$ cat src/rtl/btn_conditioner.sv
// Synchronise, debounce and edge-detect the CTRL/UP/DOWN pushbuttons.
// Define BTN_AUTO_REPEAT_EN to add hold-to-repeat on UP and DOWN.
module btn_conditioner #(
    parameter int unsigned DEBOUNCE_CYCLES = 1_000_000,
    parameter int unsigned REPEAT_DELAY    = 50_000_000,
    parameter int unsigned REPEAT_PERIOD   = 10_000_000
) (
    input  logic CLK,
    input  logic RST,
    input  logic CTRLbtn,
    input  logic UPbtn,
    input  logic DOWNbtn,
    output logic ctrl_pulse,
    output logic up_pulse,
    output logic down_pulse,
    output logic ctrl_held,
    output logic up_held,
    output logic down_held
);

    localparam int unsigned CW = (DEBOUNCE_CYCLES > 1) ? $clog2(DEBOUNCE_CYCLES) : 1;
    localparam logic [CW-1:0] CNT_LAST = CW'(DEBOUNCE_CYCLES - 1);

    // bit 0 = CTRL, bit 1 = UP, bit 2 = DOWN
    logic [2:0]    raw;
    logic [2:0]    s1;
    logic [2:0]    s2;
    logic [2:0]    st;
    logic [2:0]    flip_c;
    logic [2:0]    rise_c;
    logic [CW-1:0] cnt [3];

    assign raw = {DOWNbtn, UPbtn, CTRLbtn};
    assign {down_held, up_held, ctrl_held} = st;

    // accept the synchronised level once it has differed for DEBOUNCE_CYCLES samples
    always_comb begin
        flip_c = '0;
        rise_c = '0;
        for (int i = 0; i < 3; i++) begin
            flip_c[i] = (s2[i] != st[i]) && (cnt[i] == CNT_LAST);
            rise_c[i] = flip_c[i] && s2[i];
        end
    end

    always_ff @(posedge CLK) begin
        if (RST) begin
            s1 <= '0;
            s2 <= '0;
            st <= '0;
            for (int i = 0; i < 3; i++) cnt[i] <= '0;
        end else begin
            s1 <= raw;
            s2 <= s1;
            for (int i = 0; i < 3; i++) begin
                if (s2[i] == st[i]) begin
                    cnt[i] <= '0;
                end else if (flip_c[i]) begin
                    st[i]  <= s2[i];
                    cnt[i] <= '0;
                end else begin
                    cnt[i] <= cnt[i] + 1'b1;
                end
            end
        end
    end

    always_ff @(posedge CLK) begin
        if (RST) ctrl_pulse <= 1'b0;
        else     ctrl_pulse <= rise_c[0];
    end

`ifdef BTN_AUTO_REPEAT_EN
    localparam int unsigned RMAX = (REPEAT_DELAY > REPEAT_PERIOD) ? REPEAT_DELAY : REPEAT_PERIOD;
    localparam int unsigned RW   = (RMAX > 0) ? $clog2(RMAX + 1) : 1;

    typedef enum logic [1:0] {R_IDLE, R_DELAY, R_REPEAT} rstate_t;

    // index 0 = UP, index 1 = DOWN
    rstate_t       rstate [2];
    logic [RW-1:0] rcnt   [2];
    logic [1:0]    fall_c;
    logic [1:0]    due_c;
    logic          both_held_c;

    assign both_held_c = st[1] && st[2];

    always_comb begin
        fall_c = '0;
        due_c  = '0;
        for (int j = 0; j < 2; j++) begin
            fall_c[j] = flip_c[j+1] && !s2[j+1];
            due_c[j]  = ((rstate[j] == R_DELAY  && rcnt[j] == RW'(REPEAT_DELAY)) ||
                         (rstate[j] == R_REPEAT && rcnt[j] == RW'(REPEAT_PERIOD))) && !fall_c[j];
        end
    end

    // repeat schedulers keep counting while both are held; only the pulse is gated
    always_ff @(posedge CLK) begin
        if (RST) begin
            for (int j = 0; j < 2; j++) begin
                rstate[j] <= R_IDLE;
                rcnt[j]   <= '0;
            end
            up_pulse   <= 1'b0;
            down_pulse <= 1'b0;
        end else begin
            for (int j = 0; j < 2; j++) begin
                if (fall_c[j]) begin
                    rstate[j] <= R_IDLE;
                    rcnt[j]   <= '0;
                end else begin
                    case (rstate[j])
                        R_IDLE: begin
                            if (rise_c[j+1]) begin
                                rstate[j] <= R_DELAY;
                                rcnt[j]   <= RW'(1);
                            end
                        end
                        R_DELAY: begin
                            if (due_c[j]) begin
                                rstate[j] <= R_REPEAT;
                                rcnt[j]   <= RW'(1);
                            end else begin
                                rcnt[j] <= rcnt[j] + 1'b1;
                            end
                        end
                        R_REPEAT: begin
                            if (due_c[j]) rcnt[j] <= RW'(1);
                            else          rcnt[j] <= rcnt[j] + 1'b1;
                        end
                        default: rstate[j] <= R_IDLE;
                    endcase
                end
            end
            up_pulse   <= rise_c[1] || (due_c[0] && !both_held_c);
            down_pulse <= rise_c[2] || (due_c[1] && !both_held_c);
        end
    end
`else
    logic unused_repeat_cfg;
    assign unused_repeat_cfg = ^{REPEAT_DELAY, REPEAT_PERIOD};

    always_ff @(posedge CLK) begin
        if (RST) begin
            up_pulse   <= 1'b0;
            down_pulse <= 1'b0;
        end else begin
            up_pulse   <= rise_c[1];
            down_pulse <= rise_c[2];
        end
    end
`endif

endmodule

$ cat config.mk
export PLATFORM = sky130hd
export DESIGN_NAME = btn_conditioner
export DESIGN_NICKNAME = d
export VERILOG_FILES = /design/src/rtl/btn_conditioner.sv
export SDC_FILE = /design/constraint.sdc
export NUM_CORES = 1
export LEC_CHECK = 0
export CORE_MARGIN = 2
export CORE_UTILIZATION = 45
export CTS_CLUSTER_DIAMETER = 150
export DETAILED_ROUTE_END_ITERATION = 6
export SLEW_MARGIN = 20
export SYNTH_ARGS = -nofsm -noshare
export SYNTH_HDL_FRONTEND = slang
export SYNTH_SLANG_ARGS = --single-unit
$ cat constraint.sdc
create_clock -name CLK -period 5.2 [get_ports CLK]
set_input_delay 0.78 -clock CLK [delete_from_list [all_inputs] [get_ports CLK]]
set_output_delay 0.78 -clock CLK [all_outputs]
set_load 0.05 [all_outputs]
==> reports/qor.csv <==
metric;value;unit
maximum cell stage delay along the critical path;0.78;ns
post-detailed-route via-to-cell ratio;5.10;
crit-path leading delay family;simple AND/OR/NAND/NOR gates;
clock transition at the register clock pins on the worst setup and hold paths after CTS;0.07;ns
end point of the worst hold path;s2[0]$_SDFF_PP0_;
cell-by-cell listing of the critical path;or4b_1 -> nor4_2 -> a311o_1 -> nor2_1;
actual slew at the worst max-slew pin;0.826;ns
Max Fclk;0.382;GHz
reg-to-reg critical path endpoint;cnt[0][13]$_SDFFCE_PN0P_;
TritonCTS clock tree;yes;
Post-Synthesis Cells;354;
largest net degree at the start of global routing;21;
dominant cells by area after synthesis;edfxtp_1 (48%), dfxtp_1 (6.4%), nor2_1 (4.7%), xnor2_1 (4.4%), xor2_1 (4.4%);
area used by multi-input combinational logic;1870;sq um
CTS H-tree lvls;3;
RD Place Congestion;0.791;
Hold Path Origin;s1[0]$_SDFF_PP0_;
wire length of the first global-routing pass;11300;um
global-route congestion overflow total;0;
register area;2040;sq um
starting DRC count in detailed routing;85;
cts-stage hold buffer count;0;
final net count;433;
number of input and output port buffers inserted;10;
number of ports placed on the die boundary;11;
Yosys Warn Count;0;
number of pins exceeding their max-slew limit in the final report;0;
DP Cell Count;519;
Setup TNS;0;ns
Synth async-reset ratio;0;%
clock latency of the later-clocked register in the worst-skew pair;0.34;ns
area of the placeable core;8180;sq um
share of the clock period used by the worst path;50.4;%
Chip Height;95.6;um
Layout Area Growth over Synthesis;16.2;%
share of cells above drive strength 1;5.35;%
number of buffers created by CTS;9;
arrival time of the worst setup path;2.68;ns
total of cells resized after clock tree synthesis;0;
worst relative slew slack;44.9;%
fin crit period;2.62;ns
prevailing post-synth register cell;edfxtp_1;
vias in the first global route;2496;
total wire length;6650;um
run status;complete, no violations;
Clock Skews;0.0106;ns
Critical Path Source;cnt[0][13]$_SDFFCE_PN0P_;
Chip Width;95.6;um
largest driver fanout on the critical path;20;
count of placed standard cells in the final layout, fillers left out;535;
CP Capture Type;flip-flop;
clock sink total;72;
total number of placement rows;33;
cell chosen for the clock root;clkbuf_8;
class of the tightest hold or removal check;flip-flop to flip-flop;
maximum clock insertion buffer count;2;
antenna violations before repair;0;
startpoint of the worst-slack reg-to-reg timing path;cnt[0][13]$_SDFFCE_PN0P_;
DRC Markers;0;
average wire per cell in the routed design;12.4;um
Total Power Consumption;1200;uW
most instantiated library cell after synthesis;edfxtp_1;
post-CTS setup repair buffer count;0;
portion of synthesized cell area occupied by the leading cell type;47.7;%
overall die area;9140;sq um
count of nets left with antenna violations after detail routing;0;
worst vdd ir;0.133;mV
netlist area before placement;3780;sq um
Critical Path Source Type;flip-flop;
largest area contributor in the synthesized netlist;edfxtp_1;
count of final hold-check violations;0;
Critical Path RT;5.26;ns
Hold Path Depth;1;
total of max-cap violations;0;
total number of vias;2726;
share of the yosys chip area belonging to registers;54.1;%
Netlist cell types;39;
worst r2r path cells;4;
critical path's slowest cell;a311o_1;
reg-to-reg slack, setup;2.58;ns
flop and latch count out of synthesis;72;
total power divided by cell area;274;nW/um^2
synthesized area per cell;10.7;sq um
total of fill cells in the finished design;764;
Leakage Power;0.00147;uW
number of enable-type register cells in the synthesized netlist;60;
total iterations of the first detailed-routing run;5;
sum of buffers and inverters on the critical path;0;
count of antenna diodes in the layout;0;
number of setup violations in the final report;0;
most frequent cells after synthesis;edfxtp_1 (60), nor2_1 (47), nand3_1 (25);
All-Layer GR Usage;16.0;%
setup repair after global routing missed its margin;no;
post-detailed-placement half-perimeter wirelength;4750;um
starting density of the core;46.2;%
type of the setup path with the least slack;flip-flop to flip-flop;
==> per-stage QoR <==
step	cell area, sq um	hold WS (ns)	util (%)	worst slack, ns
after floorplan	4000	0.414	-	3.12
after global placement	4180	0.418	51.1	2.44
after detailed placement	4180	0.429	51.1	2.35
after CTS	4390	0.434	53.7	2.52
after global routing	4390	0.456	53.7	2.38
final	4390	0.433	53.7	2.58
==> final cells by class <==
cell class,instances,share of cell area (%)
multi-input combinational,323,42.6
inverter,9,0.770
sequential,72,46.5
clock buffer,13,3.39
tap,105,2.99
timing repair buffer,10,2.28
clock inverter,3,1.48
==> worst max-delay path by stage <==
stage,slack (ns),depth (start not counted),end
final,2.58,4,cnt[0][13]$_SDFFCE_PN0P_
after detailed placement,2.35,3,cnt[0][13]$_SDFFCE_PN0P_
after floorplan,3.12,5,cnt[2][12]$_SDFFCE_PN0P_
after CTS,2.52,4,cnt[0][13]$_SDFFCE_PN0P_
after global routing,2.38,4,cnt[0][13]$_SDFFCE_PN0P_
after global placement,2.44,3,cnt[0][2]$_SDFFCE_PN0P_
==> logic make-up (layout without fill, tap and decap cells) <==
group / count (synthesis) / count (layout) / share of synthesized area [%]
fa+ha+maj: 3 / 3 / 0.994
simple gates: 175 / 175 / 26.0
buf+inv: 18 / 35 / 2.35
flops: 72 / 72 / 54.1
compound gates: 47 / 47 / 7.68
xor+xnor: 38 / 38 / 8.81
other cells: 1 / 60 / 0.0993
==> per-layer routing <==
metal | track usage (%) | up-vias | part of all wire [%]
met5 | 0 | - | 0
met4 | 5.71 | 0 | 1.2
met3 | 4.19 | 6 | 3.7
met2 | 24.4 | 34 | 45
met1 | 21.9 | 1280 | 50
li1 | - | 1406 | -
==> flip-flops by register name, indices dropped and copies added (netlist names) <==
signal,count
cnt,60
ctrl_pulse,1
down_pulse,1
s1,3
s2,3
st,3
up_pulse,1
==> report_power, final <==
part / switching, uW / internal [uW]
clock: 201 / 284
combinational: 28.1 / 20.3
sequential: 22.9 / 647
total: 252 / 950
==> layout by cell type, fill, tap and decap left out, types with 2 or more instances in the layout <==
master | synthesis | layout
a21oi_1 | 21 | 21
and2_1 | 5 | 5
and3_1 | 12 | 12
and4_1 | 4 | 4
bufinv_16 | 0 | 2
clkbuf_1 | 2 | 3
clkbuf_8 | 0 | 10
clkdlybuf4s50_1 | 0 | 10
conb_1 | 1 | 60
dfxtp_1 | 12 | 12
edfxtp_1 | 60 | 60
ha_1 | 3 | 3
inv_1 | 9 | 9
nand2_1 | 18 | 18
nand3_1 | 25 | 25
nand4_1 | 12 | 12
nand4b_1 | 2 | 2
nand4bb_1 | 2 | 2
nor2_1 | 47 | 47
nor2b_1 | 6 | 6
nor3_1 | 4 | 4
nor4_1 | 3 | 3
nor4b_1 | 3 | 3
o21ai_0 | 13 | 13
o21ai_4 | 2 | 2
o31ai_1 | 8 | 8
or3_1 | 10 | 10
or3b_1 | 2 | 2
or4_1 | 12 | 12
or4_4 | 3 | 3
xnor2_1 | 19 | 19
xor2_1 | 19 | 19
Note: power is estimated with default switching activity, not from simulation.
